File: src/rtl/decode_queue.sv
// decode_queue: RV32I decode-on-entry FIFO between fetch and execute.
// Optional DECODE_QUEUE_STATS_EN adds stat_accepted / stat_illegal counters.
module decode_queue #(
   parameter int XLEN  = 32,
   parameter int PC_W  = 32,
   parameter int DEPTH = 4
) (
   input  logic            clk,
   input  logic            rst_n,
   input  logic            flush,
   input  logic            in_valid,
   output logic            in_ready,
   input  logic [31:0]     in_instr,
   input  logic [PC_W-1:0] in_pc,
   output logic            out_valid,
   input  logic            out_ready,
   output logic [PC_W-1:0] out_pc,
   output logic [4:0]      rs1_address,
   output logic [4:0]      rs2_address,
   output logic [4:0]      rd_address,
   output logic [XLEN-1:0] imm,
   output logic [3:0]      alu_rd_operator,
   output logic [1:0]      alu_rd_operand1_src,
   output logic [2:0]      alu_rd_operand2_src,
   output logic [1:0]      alu_pc_operand1_src,
   output logic [1:0]      next_pc_src,
   output logic            reg_write_data_src,
   output logic            reg_wren,
   output logic            ram_wren,
   output logic            illegal
`ifdef DECODE_QUEUE_STATS_EN
   ,
   output logic [31:0]     stat_accepted,
   output logic [31:0]     stat_illegal
`endif
);

   localparam int AW = $clog2(DEPTH);
   localparam int CW = AW + 1;

   localparam logic [3:0] ALU_OPERATOR_ADD  = 4'd0;
   localparam logic [3:0] ALU_OPERATOR_SUB  = 4'd1;
   localparam logic [3:0] ALU_OPERATOR_SLL  = 4'd2;
   localparam logic [3:0] ALU_OPERATOR_SLT  = 4'd3;
   localparam logic [3:0] ALU_OPERATOR_SLTU = 4'd4;
   localparam logic [3:0] ALU_OPERATOR_XOR  = 4'd5;
   localparam logic [3:0] ALU_OPERATOR_SRL  = 4'd6;
   localparam logic [3:0] ALU_OPERATOR_SRA  = 4'd7;
   localparam logic [3:0] ALU_OPERATOR_OR   = 4'd8;
   localparam logic [3:0] ALU_OPERATOR_AND  = 4'd9;

   localparam logic [1:0] ALU_RD_OPERAND1_SRC_RS1 = 2'd0;
   localparam logic [1:0] ALU_RD_OPERAND1_SRC_PC  = 2'd1;
   localparam logic [1:0] ALU_RD_OPERAND1_SRC_IMM = 2'd2;

   localparam logic [2:0] ALU_RD_OPERAND2_SRC_RS2    = 3'd0;
   localparam logic [2:0] ALU_RD_OPERAND2_SRC_IMM    = 3'd1;
   localparam logic [2:0] ALU_RD_OPERAND2_SRC_FOUR   = 3'd2;
   localparam logic [2:0] ALU_RD_OPERAND2_SRC_TWELVE = 3'd3;

   localparam logic [1:0] ALU_PC_OPERAND1_SRC_PC  = 2'd0;
   localparam logic [1:0] ALU_PC_OPERAND1_SRC_RS1 = 2'd1;

   localparam logic [1:0] NEXT_PC_SRC_ALWAYS_NOT_BRANCH = 2'd0;
   localparam logic [1:0] NEXT_PC_SRC_ALWAYS_BRANCH = 2'd1;
   localparam logic [1:0] NEXT_PC_SRC_BRANCH_ON_ALU_PC_RESULT_ZERO = 2'd2;
   localparam logic [1:0] NEXT_PC_SRC_BRANCH_ON_ALU_PC_RESULT_NONZERO = 2'd3;

   localparam logic REG_WRITE_DATA_SRC_ALU = 1'b0;
   localparam logic REG_WRITE_DATA_SRC_RAM = 1'b1;

   localparam logic [6:0] OPC_LUI    = 7'b0110111;
   localparam logic [6:0] OPC_AUIPC  = 7'b0010111;
   localparam logic [6:0] OPC_JAL    = 7'b1101111;
   localparam logic [6:0] OPC_JALR   = 7'b1100111;
   localparam logic [6:0] OPC_BRANCH = 7'b1100011;
   localparam logic [6:0] OPC_LOAD   = 7'b0000011;
   localparam logic [6:0] OPC_STORE  = 7'b0100011;
   localparam logic [6:0] OPC_OPIMM  = 7'b0010011;
   localparam logic [6:0] OPC_OP     = 7'b0110011;

   typedef struct packed {
      logic [PC_W-1:0] pc;
      logic [4:0]      rs1;
      logic [4:0]      rs2;
      logic [4:0]      rd;
      logic [XLEN-1:0] imm;
      logic [3:0]      op;
      logic [1:0]      op1;
      logic [2:0]      op2;
      logic [1:0]      pco;
      logic [1:0]      npc;
      logic            wds;
      logic            regw;
      logic            ramw;
      logic            ill;
   } entry_t;

   entry_t          mem [DEPTH];
   entry_t          dec;
   entry_t          head;
   logic [AW-1:0]   wptr;
   logic [AW-1:0]   rptr;
   logic [CW-1:0]   count;
   logic            push;
   logic            pop;
   logic            legal;

   logic [6:0] opc;
   logic [2:0] f3;
   logic [6:0] f7;

   assign opc = in_instr[6:0];
   assign f3  = in_instr[14:12];
   assign f7  = in_instr[31:25];

   function automatic logic [3:0] alu_op(input logic [2:0] fn, input logic alt);
      case (fn)
         3'b000:  alu_op = alt ? ALU_OPERATOR_SUB : ALU_OPERATOR_ADD;
         3'b001:  alu_op = ALU_OPERATOR_SLL;
         3'b010:  alu_op = ALU_OPERATOR_SLT;
         3'b011:  alu_op = ALU_OPERATOR_SLTU;
         3'b100:  alu_op = ALU_OPERATOR_XOR;
         3'b101:  alu_op = alt ? ALU_OPERATOR_SRA : ALU_OPERATOR_SRL;
         3'b110:  alu_op = ALU_OPERATOR_OR;
         default: alu_op = ALU_OPERATOR_AND;
      endcase
   endfunction

   always_comb begin
      dec       = '0;
      dec.pc    = in_pc;
      dec.rs1   = in_instr[19:15];
      dec.rs2   = in_instr[24:20];
      dec.rd    = in_instr[11:7];
      dec.npc   = NEXT_PC_SRC_ALWAYS_NOT_BRANCH;
      legal     = 1'b1;
      case (opc)
         OPC_LUI: begin
            // rd = sext(instr[31:12]) << 12 computed by the ALU
            dec.imm  = {{(XLEN-20){in_instr[31]}}, in_instr[31:12]};
            dec.op   = ALU_OPERATOR_SLL;
            dec.op1  = ALU_RD_OPERAND1_SRC_IMM;
            dec.op2  = ALU_RD_OPERAND2_SRC_TWELVE;
            dec.regw = 1'b1;
         end
         OPC_AUIPC: begin
            dec.imm  = {{(XLEN-32){in_instr[31]}}, in_instr[31:12], 12'b0};
            dec.op1  = ALU_RD_OPERAND1_SRC_PC;
            dec.op2  = ALU_RD_OPERAND2_SRC_IMM;
            dec.regw = 1'b1;
         end
         OPC_JAL: begin
            dec.imm  = {{(XLEN-20){in_instr[31]}}, in_instr[19:12],
                        in_instr[20], in_instr[30:21], 1'b0};
            dec.op1  = ALU_RD_OPERAND1_SRC_PC;
            dec.op2  = ALU_RD_OPERAND2_SRC_FOUR;
            dec.npc  = NEXT_PC_SRC_ALWAYS_BRANCH;
            dec.regw = 1'b1;
         end
         OPC_JALR: begin
            dec.imm  = {{(XLEN-12){in_instr[31]}}, in_instr[31:20]};
            dec.op1  = ALU_RD_OPERAND1_SRC_PC;
            dec.op2  = ALU_RD_OPERAND2_SRC_FOUR;
            dec.pco  = ALU_PC_OPERAND1_SRC_RS1;
            dec.npc  = NEXT_PC_SRC_ALWAYS_BRANCH;
            dec.regw = 1'b1;
            legal    = (f3 == 3'b000);
         end
         OPC_BRANCH: begin
            dec.imm = {{(XLEN-12){in_instr[31]}}, in_instr[7],
                       in_instr[30:25], in_instr[11:8], 1'b0};
            dec.op  = f3[1] ? ALU_OPERATOR_SLTU :
                      f3[2] ? ALU_OPERATOR_SLT : ALU_OPERATOR_SUB;
            // odd funct3 inverts the sense: BNE/BGE/BGEU
            dec.npc = (f3[0] ^ f3[2]) ?
                      NEXT_PC_SRC_BRANCH_ON_ALU_PC_RESULT_NONZERO :
                      NEXT_PC_SRC_BRANCH_ON_ALU_PC_RESULT_ZERO;
            legal   = (f3 != 3'b010) && (f3 != 3'b011);
         end
         OPC_LOAD: begin
            dec.imm  = {{(XLEN-12){in_instr[31]}}, in_instr[31:20]};
            dec.op2  = ALU_RD_OPERAND2_SRC_IMM;
            dec.wds  = REG_WRITE_DATA_SRC_RAM;
            dec.regw = 1'b1;
         end
         OPC_STORE: begin
            dec.imm  = {{(XLEN-12){in_instr[31]}}, in_instr[31:25], in_instr[11:7]};
            dec.op2  = ALU_RD_OPERAND2_SRC_IMM;
            dec.ramw = 1'b1;
         end
         OPC_OPIMM: begin
            dec.imm  = {{(XLEN-12){in_instr[31]}}, in_instr[31:20]};
            dec.op   = alu_op(f3, (f3 == 3'b101) && f7[5]);
            dec.op2  = ALU_RD_OPERAND2_SRC_IMM;
            dec.wds  = REG_WRITE_DATA_SRC_ALU;
            dec.regw = 1'b1;
            if (f3 == 3'b001)
               legal = (f7 == 7'h00);
            else if (f3 == 3'b101)
               legal = (f7 == 7'h00) || (f7 == 7'h20);
         end
         OPC_OP: begin
            dec.op   = alu_op(f3, f7[5]);
            dec.op2  = ALU_RD_OPERAND2_SRC_RS2;
            dec.regw = 1'b1;
            legal    = (f7 == 7'h00) ||
                       ((f7 == 7'h20) && ((f3 == 3'b000) || (f3 == 3'b101)));
         end
         default: legal = 1'b0;
      endcase
      if (!legal) begin
         dec     = '0;
         dec.pc  = in_pc;
         dec.ill = 1'b1;
      end
      if (dec.rd == 5'd0)
         dec.regw = 1'b0;
   end

   assign in_ready  = (count != CW'(DEPTH));
   assign out_valid = (count != '0);
   assign push      = in_valid && in_ready && !flush;
   assign pop       = out_valid && out_ready && !flush;

   always_ff @(posedge clk) begin
      if (push)
         mem[wptr] <= dec;
   end

   always_ff @(posedge clk) begin
      if (!rst_n || flush) begin
         wptr  <= '0;
         rptr  <= '0;
         count <= '0;
      end else begin
         if (push)
            wptr <= wptr + AW'(1);
         if (pop)
            rptr <= rptr + AW'(1);
         case ({push, pop})
            2'b10:   count <= count + CW'(1);
            2'b01:   count <= count - CW'(1);
            default: count <= count;
         endcase
      end
   end

`ifdef DECODE_QUEUE_STATS_EN
   always_ff @(posedge clk) begin
      if (!rst_n) begin
         stat_accepted <= '0;
         stat_illegal  <= '0;
      end else if (push) begin
         stat_accepted <= stat_accepted + 32'd1;
         if (dec.ill)
            stat_illegal <= stat_illegal + 32'd1;
      end
   end
`endif

   assign head = out_valid ? mem[rptr] : '0;

   assign out_pc              = head.pc;
   assign rs1_address         = head.rs1;
   assign rs2_address         = head.rs2;
   assign rd_address          = head.rd;
   assign imm                 = head.imm;
   assign alu_rd_operator     = head.op;
   assign alu_rd_operand1_src = head.op1;
   assign alu_rd_operand2_src = head.op2;
   assign alu_pc_operand1_src = head.pco;
   assign next_pc_src         = head.npc;
   assign reg_write_data_src  = head.wds;
   assign reg_wren            = head.regw;
   assign ram_wren            = head.ramw;
   assign illegal             = head.ill;

endmodule

File: config.mk
export PLATFORM = sky130hd
export DESIGN_NAME = decode_queue
export DESIGN_NICKNAME = d
export VERILOG_FILES = /design/src/rtl/decode_queue.sv
export SDC_FILE = /design/constraint.sdc
export NUM_CORES = 1
export LEC_CHECK = 0
export ABC_CLOCK_PERIOD_IN_PS = 3600
export BUFFER_PORTS_ARGS = -buffer_cell sky130_fd_sc_hd__clkbuf_2
export CAP_MARGIN = 20
export CORE_ASPECT_RATIO = 1.2
export CORE_MARGIN = 5
export CORE_UTILIZATION = 40
export DETAILED_ROUTE_END_ITERATION = 8
export GPL_ROUTABILITY_DRIVEN = 0
export PLACE_DENSITY_LB_ADDON = 0.05
export SYNTH_ARGS = -nofsm -noshare
export SYNTH_HDL_FRONTEND = slang
export SYNTH_SLANG_ARGS = --single-unit
File: constraint.sdc
create_clock -name clk -period 3.6 [get_ports clk]
set_input_delay 0.18 -clock clk [delete_from_list [all_inputs] [get_ports clk]]
set_output_delay 0.18 -clock clk [all_outputs]
set_load 0.03 [all_outputs]
# After elaboration in Yosys (flattened, before gate mapping)
# Memories as Yosys holds them, arrays and structs flattened. A register that Yosys moved wholly into a read port is not among the register bits.
# Index checks and enable logic that the tools add are counted.
# op_classes
n_bitwise,1
add_sub_neg,4
muxes,29
n_eq_ne,21
reduce_logical,24
# op_table
op,count
one-hot mux 32 bit (6 select lines),1
2-to-1 mux 96 bit,1
2-to-1 mux 64 bit,1
one-hot mux 4 bit (7 select lines),2
"== test 7 x 6 -> 1 bit, second input constant",4
"== test 7 bit, second input constant",3
one-hot mux 4 bit (4 select lines),1
"== test 7 x 5 -> 1 bit, second input constant",2
2-to-1 mux 1 bit,14
"== test 3 bit, second input constant",3
one-hot mux 2 bit (2 select lines),2
"== test 7 x 2 -> 1 bit, second input constant",1
logical AND 1 bit,7
zero test 7 bit,1
OR reduction 7 bit,1
"== test 3 x 2 -> 1 bit, second input constant",2
2-to-1 mux 2 bit,3
"inequality test 3 x 2 -> 1 bit, second input constant",2
one-hot mux 2 bit (3 select lines),1
one-hot mux 3 bit (2 select lines),1
OR reduction 3 bit,2
zero test 5 bit,1
one-hot mux 1 bit (5 select lines),1
OR reduction 5 bit,1
other kinds (16),21
# totals
ramBits,384
in_bits,69
reg_bits,7
mem_count,1
output_inout_bits,98
# mem_list
memory,words,word_bits,rd,rd_ports_with_merged_regs,write_ports,line_no,source
mem,4,96,1,1,1,99,entry_t mem [DEPTH];

# Longest topological paths before layout
# logic_depth
depth_word,8
mapped_depth,10

# Least setup slack after synthesis
# No wires, ideal clock.
# synth_path
kind,flip-flop to flip-flop
startpoint,register count[2]
endpoint,"memory mem[0][0] (netlist bit), enable pin"
stages_incl_launch_ff,5
setup_time_ps,463
arrival_time_ps,3131
slack_ps,6
path_buffers,0
t_required_ps,3137
path_cell_list,dfxtp_1 > or3b_2 > nand2_1 > nor2_1 > and2_1
# synth_via
elab_chain_cells,5
# synth_lines
element,line_no,source
start: declaration,104,logic [CW-1:0] count;
start signal: assignment,242,2'b10: count <= count + CW'(1);
start signal: assignment,243,2'b01: count <= count - CW'(1);
start signal: assignment,244,default: count <= count;
inequality test 3 bit,221,assign in_ready = (count != CW'(DEPTH));
via in_ready,12,"output logic in_ready,"
logical AND 1 bit (2 in series),223,assign push = in_valid && in_ready && !flush;
2-to-1 mux 1 bit,227,if (push)
2-to-1 mux 1 bit (not written as such),228,mem[wptr] <= dec;
end: declaration,99,
# The timed path passes the listed nets, and every way through them passes these cells.

==> metrics.txt <==
status complete, no violations; CP arrival 2620 ps; die area 0.0444 mm2; async set or reset register ratio after synthesis 0%; critical path's slowest cell dfxtp_4; WHS Path Cells 3; Crit Path Category reg -> out; Final setup viols 0; Highest Clock Rate 357 MHz; CTS tree done; GRT overflow 0; Pleak 6.30 nW; Root Buffer clkbuf_16; row count 80; first-pass GRT wire length 57000 um; Top Metal Used met4; drt pass-1 iters 7; RSZ-0062 raised after global routing false; antenna diode count 0; # DRC 0; Clock Sink Count 385; Netlist cell types 64; Clk Latency, worst-skew pair 530 ps; hold_ws 74.9 ps; CP Capture Type primary output; Num CTS Buffers 41; Worst VDD drop 285 uV; Worst Path Max Fanout 54; Fin. Hold Viols 0; Routed met2 length 19200 um; synthesis-to-finish area growth 18.9%; Rel. slew slack 36.6%; via count of the first global-routing pass 9268; Yosys top cell area share 70.1%; port bufs 164; register area 0.0115 mm2; EDFF count, synth 376; Inst Count DP 1519; Synth Register Bits 385; antenna violations before repair 0; synth top area cells edfxtp_1 70%, mux4_2 13%, and2_1 3.9%; die width 193 um; total power 9.17 mW; Slew Limit Fails 0; syn_area_per_cell 18.7 um2; synthesized instance count 860; Total GRT Usage 16.9%; Period Utilization, post-route 77.8%; clock buffer depth 3; WL/cell 23.3 um; Cell Chain, Critical Path buf_12, mux4_2, and2_1, clkbuf_2; Post-DP HPWL 23600 um; sequential area share after synthesis 71.3%; layout cells sized above 1 33.8%; DIE HEIGHT 230 um; largest net degree at the start of global routing 97; WL met1 15800 um; fin cells 1620; Req. time, crit path 3420 ps; area leader, netlist edfxtp_1; P per Cell Area 479 mW/mm2; Worst-Margin Slew 951 ps; DR iter-0 viols 451; total of max-cap violations 0; Synth Flop Type edfxtp_1; CTS H-tree depth 2; Hold WC Path Type in -> reg; worst reg2reg path depth 10; met3 WL 1940 um; multi-input logic area 0.00432 mm2; Post-CTS Resized 0; core area 0.0397 mm2; Ys Warns 0; Via density 5.29; startpoint types register; Setup Skew 12.8 ps; Top Ports 167; Post-DRT Antenna Nets 0; Initial Utilization 40.5%; Syn Std Cell Area 0.0161 mm2; Vias 8574; Setup Total Neg Slack 0 ps; Filler Cell Count 3422; drt total wl 37700 um; CP peak stage delay 630 ps; Worst-path clk slew 60 ps; minimum clock period 2800 ps; fin nets 1137
synthesized netlist by cell type (all sizes together), types with 4 or more instances:
cell type	instances
a21oi	30
nand2b	8
nand2	20
or4	4
a22oi	22
mux4	94
a211oi	5
edfxtp	376
buf	37
nor2b	4
inv	11
ha	5
nor2	17
nor4	4
o21ai	8
and2	100
dfxtp	9
a221oi	7
a222oi	4
nand3b	4
a21boi	14
clkbuf	26
nor3	4
cells by family after synthesis:
group	Yosys count	synth area share (%)
other cells	1	0.0233
simple gates	187	7.10
mux	95	13.2
buf+inv	74	2.20
flops	385	71.3
compound gates	106	5.36
fa+ha+maj	6	0.513
xor+xnor	6	0.327
cell usage in the layout (no fill, tap or decap), types with 3 or more instances in the layout:
cell	count
ha_1	5
inv_1	11
a22oi_1	7
clkbuf_1	15
nor2_1	17
edfxtp_1	376
a22oi_2	15
o21ai_0	8
mux4_2	94
xor2_1	3
nor2b_1	4
a211oi_1	4
nand2_1	20
and2_1	96
dlygate4sd3_1	33
buf_12	10
nand4b_1	3
a21oi_1	29
clkinv_1	6
clkbuf_2	164
dfxtp_1	7
or4_1	4
nand2b_1	8
a21boi_1	13
clkinv_2	4
nand3b_1	4
a222oi_1	4
a221oi_1	7
and2_4	4
nand3_1	3
nor3_1	3
xnor2_1	3
clkbuf_16	41
o31ai_1	3
buf_4	14
timing repair:
item,in CTS,in global routing
setup buffers,0,0
setup endpoints to repair,0,0
hold buffers,33,0
endpoints found under the hold margin,129,0
metrics by stage:
stage	instance area, um2	util, %	setup WS (ps)
2_1_floorplan	16100	-	5.57
3_3_place_gp	17600	44.4	1210
3_5_place_dp	17600	44.4	1160
4_1_cts	19100	48.2	664
5_1_grt	19100	48.2	599
6_report	19100	48.2	799
per-layer routing:
metal  vias to the layer above  track usage [%]
li1                       3860                -
met4                         0             4.09
met1                      4431             22.5
met2                       234             29.0
met5                         -                0
met3                        49             3.11
worst paths after layout:
path | endpoint | slack [ps] | startpoint
max | imm[20] | 800 | register
min | wptr[1]$_SDFFE_PP0P_ | 70 | rst_n
max reg2reg | count[2]$_SDFFE_PP0P_ | 1170 | count[2]$_SDFFE_PP0P_
min reg2reg | count[2]$_SDFFE_PP0P_ | 510 | count[2]$_SDFFE_PP0P_
sequential cells by signal (all words and copies together) (netlist names), named ones only:
register and count:
mem 376, rptr 2, count 3, wptr 2
critical path: cells and delay by family (launching register included):
kind | cells | cell delay [ps]
mux | 1 | 590
simple gates | 1 | 170
buf+inv | 2 | 650
flops | 1 | 630
final cells by class:
type,count,area share [%]
clock buffers,56,5.65
repair buffers,221,7.61
well taps,533,3.48
flip-flops and latches,385,60.0
multi-input cells,402,22.6
inverters,11,0.216
clock inverters,12,0.536
power by group:
part / switching (mW) / total, mW / internal, mW
sequential: 0.0110 / 4.94 / 4.93
clock: 1.60 / 3.82 / 2.23
combinational: 0.257 / 0.403 / 0.146
Power figures use the tool's default switching activity.
